[src/rtl/clock_phase_gen.sv]
// Parametrised N-phase machine clock generator with K programmable strobe windows,
// a wait-state hold in one phase, a start-up delay after reset and a machine-cycle counter.
// Optional single-step support is compiled in with `define CLKGEN_STEP_EN.
module clock_phase_gen #(
  parameter int unsigned        NPHASE     = 10,
  parameter int unsigned        NSTRB      = 5,
  parameter int unsigned        PW         = 4,
  parameter int unsigned        START_DLY  = 2,
  parameter int unsigned        WAIT_PHASE = 3,
  parameter logic [NSTRB-1:0]   STRB_IDLE  = {NSTRB{1'b1}},
  parameter int unsigned        CW         = 16
) (
  input  logic                  xtal_in,
  input  logic                  init_n,
  input  logic                  wait_req,
`ifdef CLKGEN_STEP_EN
  input  logic                  step_mode,
  input  logic                  step,
`endif
  input  logic [NSTRB*PW-1:0]   strb_set,
  input  logic [NSTRB*PW-1:0]   strb_clr,
  output logic [NPHASE-1:0]     tn,
  output logic [PW-1:0]         phase,
  output logic [NSTRB-1:0]      strb,
  output logic                  cyc_start,
  output logic [CW-1:0]         cyc_cnt,
  output logic                  waiting
);

  localparam int unsigned SW = 4;
  localparam logic [PW-1:0] PH_IDLE  = PW'(0);
  localparam logic [PW-1:0] PH_FIRST = PW'(1);
  localparam logic [PW-1:0] PH_LAST  = PW'(NPHASE);
  localparam logic [PW-1:0] PH_WAIT  = PW'(WAIT_PHASE);
  localparam logic [SW-1:0] DLY_INIT = SW'(START_DLY);

  logic [SW-1:0]     dly_cnt;
  logic [SW-1:0]     dly_cnt_nxt;
  logic [PW-1:0]     phase_nxt;
  logic              advance;
  logic              hold;
  logic              step_ok;

  logic [NPHASE-1:0] tn_nxt;
  logic [NSTRB-1:0]  strb_nxt;
  logic              cyc_start_nxt;
  logic [CW-1:0]     cyc_cnt_nxt;
  logic              waiting_nxt;

`ifdef CLKGEN_STEP_EN
  logic [2:0] step_sync;

  // Two-flop synchroniser plus one extra stage for rising-edge detection of step
  always_ff @(posedge xtal_in or negedge init_n) begin
    if (!init_n) step_sync <= 3'b000;
    else         step_sync <= {step_sync[1:0], step};
  end

  assign step_ok = !step_mode || (step_sync[1] && !step_sync[2]);
`else
  assign step_ok = 1'b1;
`endif

  // Sequencer state register: phase index and start-up delay counter
  always_ff @(posedge xtal_in or negedge init_n) begin
    if (!init_n) begin
      phase   <= PH_IDLE;
      dly_cnt <= DLY_INIT;
    end else begin
      phase   <= phase_nxt;
      dly_cnt <= dly_cnt_nxt;
    end
  end

  // Next-state: leave idle after the start-up delay, advance each edge unless held in the wait phase
  always_comb begin
    phase_nxt   = phase;
    dly_cnt_nxt = dly_cnt;
    advance     = 1'b0;
    hold        = 1'b0;
    if (phase == PH_IDLE) begin
      if (dly_cnt != SW'(0)) begin
        dly_cnt_nxt = dly_cnt - SW'(1);
      end else if (step_ok) begin
        advance   = 1'b1;
        phase_nxt = PH_FIRST;
      end
    end else if (phase == PH_WAIT && wait_req) begin
      hold = 1'b1;
    end else if (step_ok) begin
      advance   = 1'b1;
      phase_nxt = (phase == PH_LAST) ? PH_FIRST : phase + PW'(1);
    end
  end

  // Output next-values: phase decode, strobe set/clear on phase change, cycle bookkeeping
  always_comb begin
    tn_nxt        = '1;
    strb_nxt      = strb;
    cyc_start_nxt = advance && (phase_nxt == PH_FIRST);
    cyc_cnt_nxt   = cyc_cnt;
    waiting_nxt   = hold;
    for (int p = 0; p < int'(NPHASE); p++) begin
      tn_nxt[p] = (phase_nxt != PW'(p + 1));
    end
    if (advance) begin
      if (phase == PH_LAST) cyc_cnt_nxt = cyc_cnt + CW'(1);
      // clear wins over set so set==clr leaves the strobe idle
      for (int k = 0; k < int'(NSTRB); k++) begin
        if (phase_nxt == strb_clr[k*PW +: PW])      strb_nxt[k] = STRB_IDLE[k];
        else if (phase_nxt == strb_set[k*PW +: PW]) strb_nxt[k] = ~STRB_IDLE[k];
      end
    end
  end

  // Output registers, all updated on the same edge as phase
  always_ff @(posedge xtal_in or negedge init_n) begin
    if (!init_n) begin
      tn        <= '1;
      strb      <= STRB_IDLE;
      cyc_start <= 1'b0;
      cyc_cnt   <= '0;
      waiting   <= 1'b0;
    end else begin
      tn        <= tn_nxt;
      strb      <= strb_nxt;
      cyc_start <= cyc_start_nxt;
      cyc_cnt   <= cyc_cnt_nxt;
      waiting   <= waiting_nxt;
    end
  end

endmodule

[config.mk]
export PLATFORM = sky130hd
export DESIGN_NAME = clock_phase_gen
export DESIGN_NICKNAME = d
export VERILOG_FILES = /design/src/rtl/clock_phase_gen.sv
export SDC_FILE = /design/constraint.sdc
export NUM_CORES = 1
export LEC_CHECK = 0
export ABC_AREA = 1
export BUFFER_PORTS_ARGS = -buffer_cell sky130_fd_sc_hd__buf_4
export CORE_MARGIN = 4
export CORE_UTILIZATION = 56
export CTS_CLUSTER_DIAMETER = 120
export DETAILED_ROUTE_END_ITERATION = 12
export MAX_ROUTING_LAYER = met4
export PLACE_DENSITY = 0.94
export SLEW_MARGIN = 25
export SYNTH_ARGS = -nofsm -noshare
export SYNTH_HDL_FRONTEND = slang
export SYNTH_SLANG_ARGS = --single-unit
[constraint.sdc]
create_clock -name xtal_in -period 3.75 [get_ports xtal_in]
set_input_delay 1.125 -clock xtal_in [delete_from_list [all_inputs] [get_ports xtal_in]]
set_output_delay 1.125 -clock xtal_in [all_outputs]
set_load 0.02 [all_outputs]
==> results.md, run 1 <==
- DP Area: around 0.0033 mm^2
- Gpl congestion: between 0.9 and 1
- Reg2Reg Setup Slack: ~1400 ps
- Crit. End Element: register
- Vias per inst: 5.247
- Multi-input gate area: ~0.0014 mm^2
- Worst-case reg-to-reg path depth: 11
- Tmin final: 2368 ps
- Critical Path Stages: 11
- Commonest non-fill, non-tap cell in the layout: nand2_1
- WHS Endpoint: strb[0]$_DFFE_PN1P_
- Ant diodes: 0
- Die X: around 77 um
- DRT iter0 DRCs: 191
- Flop pwr share: roughly a quarter
- Actual slew at the worst max-slew pin: ~580 ps
- Ys Warns: 0
- CTS HTree Levels: 2
- Sequential cell area fraction in the yosys report: 39.01%
- Final hold slack: ~470 ps
- Setup WS post-layout: about 1400 ps
- Syn Std Cell Area: around 0.0027 mm^2
- P&R area growth vs syn: 26.74%
- DRT Wirelength: 7.023 mm
- Clock Latency Late Sink: roughly 300 ps
- Internal power: ~1.3 mW
- Reg area: about 0.0010 mm^2
- Clk_skew: 7.878 ps
- Syn avg cell area: between 7 and 8 um^2
- Net Count, Synth: 412
- Post-CTS Setup Inserts: 0
- DRC: 0
- Initial antenna violation count: 0
- Final setup fails: 0
- CP Data Arrival Time: between 2000 and 3000 ps
- TritonCTS Buffers: 5
- Avg WL per Cell: ~14 um
- Hold_buf cts: 0
- Share of layout cells above drive strength 1: 30.49%
- Logic pwr share: between 50% and 60%
- Final instance count without filler cells: 498
- CTS sink count: just over 40
- Largest net degree at the start of global routing: 42
- Cell mode on critical path: nand2_1
- Reg2reg start: phase[0]$_DFF_PN0_
- Hold depth: 2
- M1 GR Usage: 27.90%
- Period utilization: a little over three fifths
- CTS root buf: clkbuf_8
- First-pass GRT wire length: between 10 and 15 mm
- Clock Power Share: 13.5%
- Maximum clock rate: approximately 420 MHz
- Fin util: 75.44%
- CTS tree: yes
- Clk buf depth: 2
- Worst reg2reg path endpoint: strb[2]$_DFFE_PN1P_
- Post-CTS resize count: 0
- Slowest cell on crit path: nand2_1
- Filler Cell Count: roughly 350
- Core box area: about 0.0045 mm^2
- Final antenna-violating net count: 0
- CP Launch Type: register
- Max Transition Viols Final: 0
- CP max FO: 16
- Crit path kind: reg -> reg
- Max_cap viols: 0
- Die Ht: 77.20 um
- Power, Total: between 2 and 3 mW
- Overall Global Routing Usage: 25.77%
- # port buffers: 79
- Fin Setup TNS: 0 ps
- Buf+Inv Stages, Crit Path: 2
- Met2 Usage GRT: between 40% and 50%
- Post-synthesis register bit count: 41
- Crit-path cells: inv_1, ha_1, nand3_4, nand2_1, inv_2, nand2_1, nand2_1, nor2_1, nand3_1, nand2_1, nand2_1
- Clk slew on worst S/H paths: around 80 ps
- Worst Min Path Start: strb[0]$_DFFE_PN1P_
- Total gr overflow: 0
- Switching Fraction: about half
- Psw: approximately 1.3 mW
- Starting Density: approximately three fifths
- Die area: between 0.005 and 0.006 mm^2
- Pwr Density: about 760 mW/mm^2
- LEAKAGE: 1.915 nW
- Layer with the highest usage: met2
- Hold Vio Cnt, Final: 0
- Most frequent cells in the layout: nand2_1, buf_4, inv_1
- Post-layout instance area: 0.003398 mm^2
- Dpl ws: 1367 ps
- Vias: ~2,600
- Fin nets: approximately 490
- Synth cell types: 28
- Outcome: finished, final reports clean
- FP Rows: 24
- Worst min-delay path class: reg -> reg
- Number of global-route vias before repair: approximately 2,700
- Relative slew slack: ~61%
- RSZ-0062 raised after global routing: false
- Max VDD drop: 0.0004918 V
- CP top delay family: simple AND/OR/NAND/NOR gates
- Cells after Synth: approximately 360
- Placed instance count: between 400 and 500
- Slowest stage delay, CP: between 500 and 600 ps
- First drt pass iteration count: 5
- # IOs: 80
- Required @ worst endpoint: approximately 4000 ps
- Post-DP HPWL: roughly 5.4 mm
- Met3 usage: approximately 5.9%
-- logic make-up (layout without fill, tap and decap cells) --
| family | Yosys count | in the layout | synth area share (%) |
|---|---|---|---|
| AND/OR/NAND/NOR | 231 | 231 | 40.92 |
| flip-flops | 41 | 41 | 39.01 |
| XOR/XNOR | 22 | 22 | 7.186 |
| buffers and inverters | 61 | 143 | 9.706 |
| adder cells (fa/ha/maj) | 5 | 5 | 2.333 |
| AO/OA/AOI/OAI | 4 | 4 | 0.8399 |
-- cells in the mapped netlist, drive strengths merged --
| cell | count | area, um^2 |
|---|---|---|
| nor2 | 36 | 167.7 |
| o21ai | 2 | 10.01 |
| dfstp | 16 | 420.4 |
| inv | 55 | 206.5 |
| nor3 | 4 | 31.28 |
| ha | 5 | 62.56 |
| or2 | 5 | 31.28 |
| xnor2 | 8 | 70.07 |
| a21oi | 1 | 5.000 |
| dfrtp | 25 | 625.6 |
| nand4 | 8 | 50.05 |
| xor2 | 14 | 122.6 |
| clkinv | 1 | 5.000 |
| nor4 | 1 | 6.260 |
| a21o | 1 | 7.510 |
| buf | 5 | 48.79 |
| nand3 | 45 | 272.8 |
| nand2 | 132 | 538.0 |
-- per-layer routing --
metal / up-vias / share of wire [%]
met4: 0 / 2.6
li1: 1274 / -
met1: 1205 / 38
met5: - / 0
met2: 114 / 52
met3: 20 / 7.1
-- state kept, by name, indices dropped and copies added, names as in the netlist --
signal     cells
cyc_cnt       16
tn            10
cyc_start      1
phase          4
waiting        1
dly_cnt        4
strb           5
-- worst reg2reg max path, delay by kind of cell, from the launching register on --
| kind | cells | cell delay, ps |
|---|---|---|
| AND/OR/NAND/NOR | 8 | 1240 |
| flip-flops | 1 | 470 |
| adder cells (fa/ha/maj) | 1 | 260 |
| buffers and inverters | 2 | 340 |
-- worst max path at each step --
stage / to / startpoint / slack [ps]
finish: strb[2]$_DFFE_PN1P_ / phase[0]$_DFF_PN0_ / 1380
floorplan: strb[2]$_DFFE_PN1P_ / wait_req / 1660
global route: strb[2]$_DFFE_PN1P_ / phase[0]$_DFF_PN0_ / 1140
detailed placement: strb[4]$_DFFE_PN1P_ / wait_req / 1370
CTS: strb[2]$_DFFE_PN1P_ / phase[0]$_DFF_PN0_ / 1430
global placement: strb[4]$_DFFE_PN1P_ / wait_req / 1450
-- area by class of cell --
class                   instances  area share [%]
inverters                      56           6.222
multi-input cells             262           40.46
clock inverters                 2           1.031
flip-flops and latches         41           30.78
repair buffers                 79           17.45
clock buffers                   6           2.135
well taps                      52           1.915
-- power by group through the flow --
stage	Sequential, mW	Clock, mW	Combinational [mW]
floorplan	0.810	0	1.03
global placement	0.696	0	1.46
detailed placement	0.695	0	1.52
CTS	0.689	0.353	1.54
global route	0.705	0.375	1.74
finish	0.692	0.352	1.55
Note: power is estimated with default switching activity, not from simulation.
==> run 2: changes to the inputs <==
ABC_AREA = 0   (was 1)
CORE_UTILIZATION = 45   (was 56)
PLACE_DENSITY = 0.84   (was 0.94)
clock period = 2.1 ns   (was 3.75 ns; I/O delays follow)
==> run 2 against run 1 <==
Against the previous run:
- the run now ends with setup timing left
- critical endpoint is now strb[1]$_DFFE_PN1P_
- cell count is 19% lower
- final area is 3.5% higher
- largest cell class unchanged
- setup slack lost 1500 ps
- synthesized cell count fell by 40%
- critical path depth is 1 lower
==> results.md, run 2 <==
- Outcome: complete, but fails checks (was finished, final reports clean)
- Failing checks: setup timing
- Top cell type's share of synthesized area: 26.50% (was 23.33%)
- Clk_skew: 6.549 ps (was 7.878 ps)
- DRC: 0 (unchanged)
- CP max FO: 5 (was 16)
- Top FF cell, synth: dfrtp_1 (unchanged)
- Reg2reg start: phase[0]$_DFF_PN0_ (unchanged)
- Biggest register: cyc_cnt (unchanged)
- Post-DP HPWL: 4.330 mm (was 5.402 mm)
- Initial antenna violation count: 0 (unchanged)
- Top cells by count, synth: xnor2_1, dfrtp_1, nand2_1 (was nand2_1, inv_1, nand3_1)
- Layer with the highest usage: met2 (unchanged)
- M1 GR Usage: 24.54% (was 27.90%)
- Fin nets: 380 (was 493)
- P&R area growth vs syn: 49.02% (was 26.74%)
- # IOs: 80 (unchanged)
- Met2 Usage GRT: 33.36% (was 45.85%)
- Net Count, Synth: 267 (was 412)
- Actual slew at the worst max-slew pin: 505.6 ps (was 584.5 ps)
- CTS sink count: 41 (unchanged)
- Power, Total: 5.093 mW (was 2.596 mW)
- Cell mode on critical path: buf_6 (was nand2_1)
- Final instance count without filler cells: 403 (was 498)
- Period utilization: 104.8% (was 63.14%)
- # port buffers: 79 (unchanged)
- Syn avg cell area: 10.78 um^2 (was 7.366 um^2)
- Ys Warns: 0 (unchanged)
- Slowest stage delay, CP: 440 ps (was 520 ps)
- Tmin final: 2201 ps (was 2368 ps)
- Gpl congestion: 0.8167 (was 0.9393)
- CP Launch Type: register (unchanged)
- Share of layout cells above drive strength 1: 51.65% (was 30.49%)
- Max VDD drop: 0.0009299 V (was 0.0004918 V)
- Die Ht: 80.44 um (was 77.20 um)
- Hold Vio Cnt, Final: 0 (unchanged)
- Flip-flop count of the largest register after layout: 16 (unchanged)
- DRT Wirelength: 6.208 mm (was 7.023 mm)
- EDFF count, synth: 0 (unchanged)
- DRT iter0 DRCs: 47 (was 191)
- Worst-case reg-to-reg path depth: 10 (was 11)
- Number of global-route vias before repair: 2,058 (was 2,674)
- Clk slew on worst S/H paths: 90 ps (was 80 ps)
- Fin util: 68.89% (was 75.44%)
- Die X: 80.44 um (was 77.20 um)
- Dpl ws: -198.6 ps (was 1367 ps)
- Avg WL per Cell: 15.40 um (was 14.10 um)
- FP Rows: 26 (was 24)
- Overall Global Routing Usage: 20.51% (was 25.77%)
- Crit. End Element: register (unchanged)
- Vias: 2,012 (was 2,613)
- Largest net degree at the start of global routing: 42 (unchanged)
- Async S/R FF share, synth: 100.0% (unchanged)
- Reg2Reg Setup Slack: -100 ps (was 1380 ps)
- Total gr overflow: 0 (unchanged)
- Starting Density: 46.23% (was 59.53%)
- Post-synthesis register bit count: 41 (unchanged)
- Ant diodes: 0 (unchanged)
- Slowest cell on crit path: dfrtp_2 (was nand2_1)
- Most frequent cells in the layout: buf_4, xnor2_1, dfrtp_1 (was nand2_1, buf_4, inv_1)
- Final antenna-violating net count: 0 (unchanged)
- First-pass GRT wire length: 9.722 mm (was 12.01 mm)
- Biggest regs: cyc_cnt: 16 flops, tn: 10 flops, strb: 5 flops (unchanged)
- CTS root buf: clkbuf_8 (unchanged)
- Cells after Synth: 219 (was 364)
- Pwr Density: 1447 mW/mm^2 (was 764.1 mW/mm^2)
- Vias per inst: 4.993 (was 5.247)
- TritonCTS Buffers: 5 (unchanged)
- Maximum clock rate: 454.3 MHz (was 422.4 MHz)
- Syn Std Cell Area: 0.002361 mm^2 (was 0.002681 mm^2)
- Final setup fails: 5 (was 0)
- Clk buf depth: 2 (unchanged)
- CTS tree: yes (unchanged)
- Synth area leaders: dfrtp_1, dfstp_2, xnor2_1 (was dfrtp_1, nand2_1, dfstp_2)
- Core box area: 0.005107 mm^2 (was 0.004504 mm^2)
- Crit-path cells: inv_4, ha_4, or3_4, a31oi_4, buf_6, buf_6, xnor2_2, nand2b_1, o41ai_2, o21ai_1 (was inv_1, ha_1, nand3_4, nand2_1, inv_2, nand2_1, nand2_1, nor2_1, nand3_1, nand2_1, nand2_1)
- Max_cap viols: 0 (unchanged)
- CP Data Arrival Time: 2420 ps (was 2600 ps)
- Sequential cell area fraction in the yosys report: 44.30% (was 39.01%)
- Area leader, netlist: dfrtp_1 (unchanged)
- Crit path kind: reg -> reg (unchanged)
- Required @ worst endpoint: 2320 ps (was 3980 ps)
- LEAKAGE: 1.642 nW (was 1.915 nW)
- RSZ-0062 raised after global routing: true (was false)
- CTS HTree Levels: 2 (unchanged)
- Met3 usage: 5.157% (was 5.855%)
- Worst reg2reg path endpoint: strb[1]$_DFFE_PN1P_ (was strb[2]$_DFFE_PN1P_)
- Relative slew slack: 66.29% (was 60.94%)
- Setup WS post-layout: -101.4 ps (was 1382 ps)
- First drt pass iteration count: 4 (was 5)
- Commonest non-fill, non-tap cell in the layout: buf_4 (was nand2_1)
- Worst min-delay path class: in -> async (was reg -> reg)
- Clock Latency Late Sink: 300 ps (about the same)
- Most frequent cell after synthesis: xnor2_1 (was nand2_1)
- Die area: 0.006470 mm^2 (was 0.005959 mm^2)
- Synth cell types: 45 (was 28)
- Placed instance count: 388 (was 490)
- Max Transition Viols Final: 0 (unchanged)
[run 2: timing repair]
item	4_1_cts	5_1_grt
pin swaps	8	6
gates resized for setup	11	16
gates cloned	0	0
endpoints found under the setup margin	6	16
hold buffers	0	0
buffers inserted	7	2
[run 2: kinds of logic (layout without fill, tap and decap cells)]
family	after synthesis	in the layout	share of synthesized area [%]
AOI/OAI and AO/OA	22	22	8.267
xor gates and xnor gates	48	48	17.81
adders and majority gates	5	5	2.650
buffers and inverters	17	131	4.451
DFF	41	41	44.30
muxes	8	8	3.392
and+or+nand+nor	78	78	19.13
[run 2: stage by stage]
stage                     cell area (um^2)  setup TNS [ps]  hold slack [ps]
after global routing                  3518          -788.9            330.3
after global placement                3212          -641.2            454.9
after CTS                             3438          -66.68            303.9
after floorplan                       2384               0            334.4
after detailed placement              3212          -847.2            461.3
final                                 3518          -210.7            293.2
[run 2: worst max-delay path by stage]
stage	end	from	slack, ps
global route	strb[1]$_DFFE_PN1P_	phase[0]$_DFF_PN0_	-180
detailed placement	strb[3]$_DFFE_PN1P_	wait_req	-200
global placement	strb[3]$_DFFE_PN1P_	wait_req	-150
CTS	strb[2]$_DFFE_PN1P_	phase[0]$_DFF_PN0_	-30
finish	strb[1]$_DFFE_PN1P_	phase[0]$_DFF_PN0_	-100
floorplan	strb[1]$_DFFE_PN1P_	phase[0]$_DFF_PN0_	10
[run 2: cell type report]
cell class              instances  area [um^2]
well taps                      70        87.58
fillers                       358         1589
inverters                       9        36.28
repair buffers                114        879.6
clock buffers                   7        118.9
flip-flops and latches         41         1049
clock inverters                 1        8.758
multi-input cells             161         1339
[run 2: routing by layer]
metal / up-vias / wire, um
li1: 966 / -
met3: 12 / 347
met4: 0 / 133
met1: 976 / 2439
met5: - / 0
met2: 58 / 3287
[run 2: worst max-delay path, delay by kind of cell, from the launching register on]
kind            cells  cell delay, ps
compound gates      3             630
flops               1             440
simple gates        2             420
buf+inv             3             350
fa+ha+maj           1             190
xor+xnor            1             100
[run 2: power breakdown]
group | total, mW | leakage [nW] | internal [mW] | switching [mW]
combinational | 3.21 | 1.07 | 1.57 | 1.63
clock | 0.674 | 0.0651 | 0.383 | 0.291
sequential | 1.21 | 0.504 | 1.05 | 0.159
total | 5.09 | 1.64 | 3.01 | 2.08
==> run 3: changes to the inputs <==
CORE_UTILIZATION = 40   (was 45)
PLACE_DENSITY = 0.76   (was 0.84)
==> run 3 against run 2 <==
Against the previous run:
- final area fell by 0.50%
- critical endpoint is now strb[2]$_DFFE_PN1P_
- register-to-register slack better by 30 ps
- the flow still finishes with violations (setup timing)
- global-route usage is 4.2 points lower
- via count fell by 2.1%
- setup slack better by 34 ps
- sequential power hardly changed
- critical path depth shrank 2
- core utilization fell by 6.5 points
- worst hold slack gained 19 ps
- cell count rose by 1.2%
- combinational power rose by 2%
- flip-flop and latch count unchanged
==> results.md, run 3 (synthesis results as in run 2) <==
- Final antenna-violating net count: 0 (unchanged)
- Most frequent cells in the layout: buf_4, xnor2_1, dfrtp_1 (unchanged)
- Total gr overflow: 0 (unchanged)
- CP max FO: 5 (unchanged)
- CTS sink count: 41 (unchanged)
- Worst-case reg-to-reg path depth: 8 (was 10)
- Biggest regs: cyc_cnt: 16 flops, tn: 10 flops, strb: 5 flops (unchanged)
- CTS root buf: clkbuf_8 (unchanged)
- Crit path kind: reg -> reg (unchanged)
- Required @ worst endpoint: 2320 ps (about the same)
- CP Data Arrival Time: 2380 ps (was 2420 ps)
- Core box area: 0.005608 mm^2 (was 0.005107 mm^2)
- # IOs: 80 (unchanged)
- FP Rows: 27 (was 26)
- Max Transition Viols Final: 0 (unchanged)
- Worst min-delay path class: in -> async (unchanged)
- TritonCTS Buffers: 5 (unchanged)
- Gpl congestion: 0.8236 (was 0.8167)
- Fin Setup TNS: -162.7 ps (was -210.7 ps)
- Starting Density: 42.10% (was 46.23%)
- # port buffers: 79 (unchanged)
- Max_cap viols: 0 (unchanged)
- Slowest stage delay, CP: 490 ps (was 440 ps)
- Die Ht: 84.83 um (was 80.44 um)
- First-pass GRT wire length: 9.259 mm (was 9.722 mm)
- Power, Total: 5.024 mW (was 5.093 mW)
- Max VDD drop: 0.0008850 V (was 0.0009299 V)
- Fin nets: 383 (was 380)
- Reg2reg start: phase[0]$_DFF_PN0_ (unchanged)
- Dpl ws: -208.2 ps (was -198.6 ps)
- DRT Wirelength: 5.743 mm (was 6.208 mm)
- Largest net degree at the start of global routing: 42 (unchanged)
- Setup WS post-layout: -67.37 ps (was -101.4 ps)
- Reg2Reg Setup Slack: -70 ps (was -100 ps)
- Commonest non-fill, non-tap cell in the layout: buf_4 (unchanged)
- CP Launch Type: register (unchanged)
- Pwr Density: 1435 mW/mm^2 (was 1447 mW/mm^2)
- Initial antenna violation count: 0 (unchanged)
- Flip-flop count of the largest register after layout: 16 (unchanged)
- Final setup fails: 4 (was 5)
- Filler Cell Count: 489 (was 358)
- Crit-path cells: inv_4, ha_2, nor2b_1, o31ai_4, buf_4, xor2_1, or4_1, o21ai_1 (was inv_4, ha_4, or3_4, a31oi_4, buf_6, buf_6, xnor2_2, nand2b_1, o41ai_2, o21ai_1)
- Post-DP HPWL: 4.402 mm (was 4.330 mm)
- Avg WL per Cell: 14.08 um (was 15.40 um)
- Outcome: complete, but fails checks (unchanged)
- Tmin final: 2167 ps (was 2201 ps)
- Maximum clock rate: 461.4 MHz (was 454.3 MHz)
- Failing checks: setup timing (unchanged)
- DRC: 0 (unchanged)
- CTS HTree Levels: 2 (unchanged)
- Period utilization: 103.2% (was 104.8%)
- Worst reg2reg path endpoint: strb[2]$_DFFE_PN1P_ (was strb[1]$_DFFE_PN1P_)
- Share of layout cells above drive strength 1: 50.89% (was 51.65%)
- Clk_skew: 11.75 ps (was 6.549 ps)
- Clk buf depth: 2 (unchanged)
- Vias per inst: 4.828 (was 4.993)
- P&R area growth vs syn: 48.28% (was 49.02%)
- Buf+Inv Stages, Crit Path: 2 (was 3)
- Fin util: 62.43% (was 68.89%)
- RSZ-0062 raised after global routing: true (unchanged)
- LEAKAGE: 1.640 nW (was 1.642 nW)
- DRT iter0 DRCs: 79 (was 47)
- Hold Vio Cnt, Final: 0 (unchanged)
- Ant diodes: 0 (unchanged)
- Die area: 0.007195 mm^2 (was 0.006470 mm^2)
- Biggest register: cyc_cnt (unchanged)
- Number of global-route vias before repair: 2,092 (was 2,058)
- CP top delay family: simple AND/OR/NAND/NOR gates (was compound AO/OA/AOI/OAI gates)
- Overall Global Routing Usage: 16.32% (was 20.51%)
- First drt pass iteration count: 4 (unchanged)
- Crit. End Element: register (unchanged)
- Actual slew at the worst max-slew pin: 506.8 ps (was 505.6 ps)
- Die X: 84.83 um (was 80.44 um)
- Clock Latency Late Sink: 290 ps (was 300 ps)
- Slowest cell on crit path: or4_1 (was dfrtp_2)
- Clk slew on worst S/H paths: 80 ps (was 90 ps)
- CTS tree: yes (unchanged)
- Relative slew slack: 66.21% (was 66.29%)
- Vias: 1,970 (was 2,012)
## run 3: cell count changes in the layout (fill, tap and decap cells not counted), sizes merged
cell,before,now
buf,114,117
clkinv,0,1
inv,10,9
## run 3: final cells by class
class	instances	area, um^2	area share (%)
clock buffers	7	97.59	2.788
clock inverters	1	5.005	0.1430
inverters	9	36.28	1.036
multi-input cells	161	1305	37.28
flip-flops and latches	41	1049	29.95
well taps	72	90.09	2.573
repair buffers	117	918.4	26.23
## run 3: power breakdown
| group | internal (mW) | leakage [nW] | switching, mW | total [mW] |
|---|---|---|---|---|
| clock network | 0.305 | 0.0534 | 0.257 | 0.562 |
| logic | 1.67 | 1.08 | 1.59 | 3.27 |
| registers | 1.05 | 0.504 | 0.142 | 1.20 |
| total | 3.03 | 1.64 | 1.99 | 5.02 |
## run 3: what timing repair did
action / 4_1_cts / 5_1_grt
hold endpoints to repair: 0 / 0
endpoints found under the setup margin: 9 / 10
cloned: 0 / 0
pin swaps: 2 / 4
gates resized for setup: 14 / 8
setup buffers: 5 / 1
hold buffers: 0 / 0
## run 3: layer usage
metal / GRT usage (%) / routed length [um] / vias up
li1: - / - / 971
met1: 18.86 / 2381 / 952
met2: 28.83 / 3072 / 41
met3: 2.621 / 219 / 6
met4: 5.324 / 70 / 0
met5: - / 0 / -
## run 3: per-stage QoR
step           hold slack (ps)  cell area [um^2]  std cells
3_5_place_dp             465.8              3257        394
6_report                 312.5              3501        408
5_1_grt                  354.5              3501        408
3_3_place_gp             453.4              3257        394
2_1_floorplan            334.4              2384        219
4_1_cts                  323.7              3453        407
## run 3: worst max path at each step
stage                                start                  end  slack [ps]  cells after the start
global route            phase[1]$_DFF_PN0_  strb[4]$_DFFE_PN1P_        -130                      8
CTS                 dly_cnt[0]$_DFFE_PN0P_  strb[4]$_DFFE_PN1P_         -50                      8
floorplan               phase[0]$_DFF_PN0_  strb[1]$_DFFE_PN1P_          10                      7
detailed placement                wait_req  strb[4]$_DFFE_PN1P_        -210                      7
finish                  phase[0]$_DFF_PN0_  strb[2]$_DFFE_PN1P_         -70                      8
global placement                  wait_req  strb[3]$_DFFE_PN1P_        -150                      7
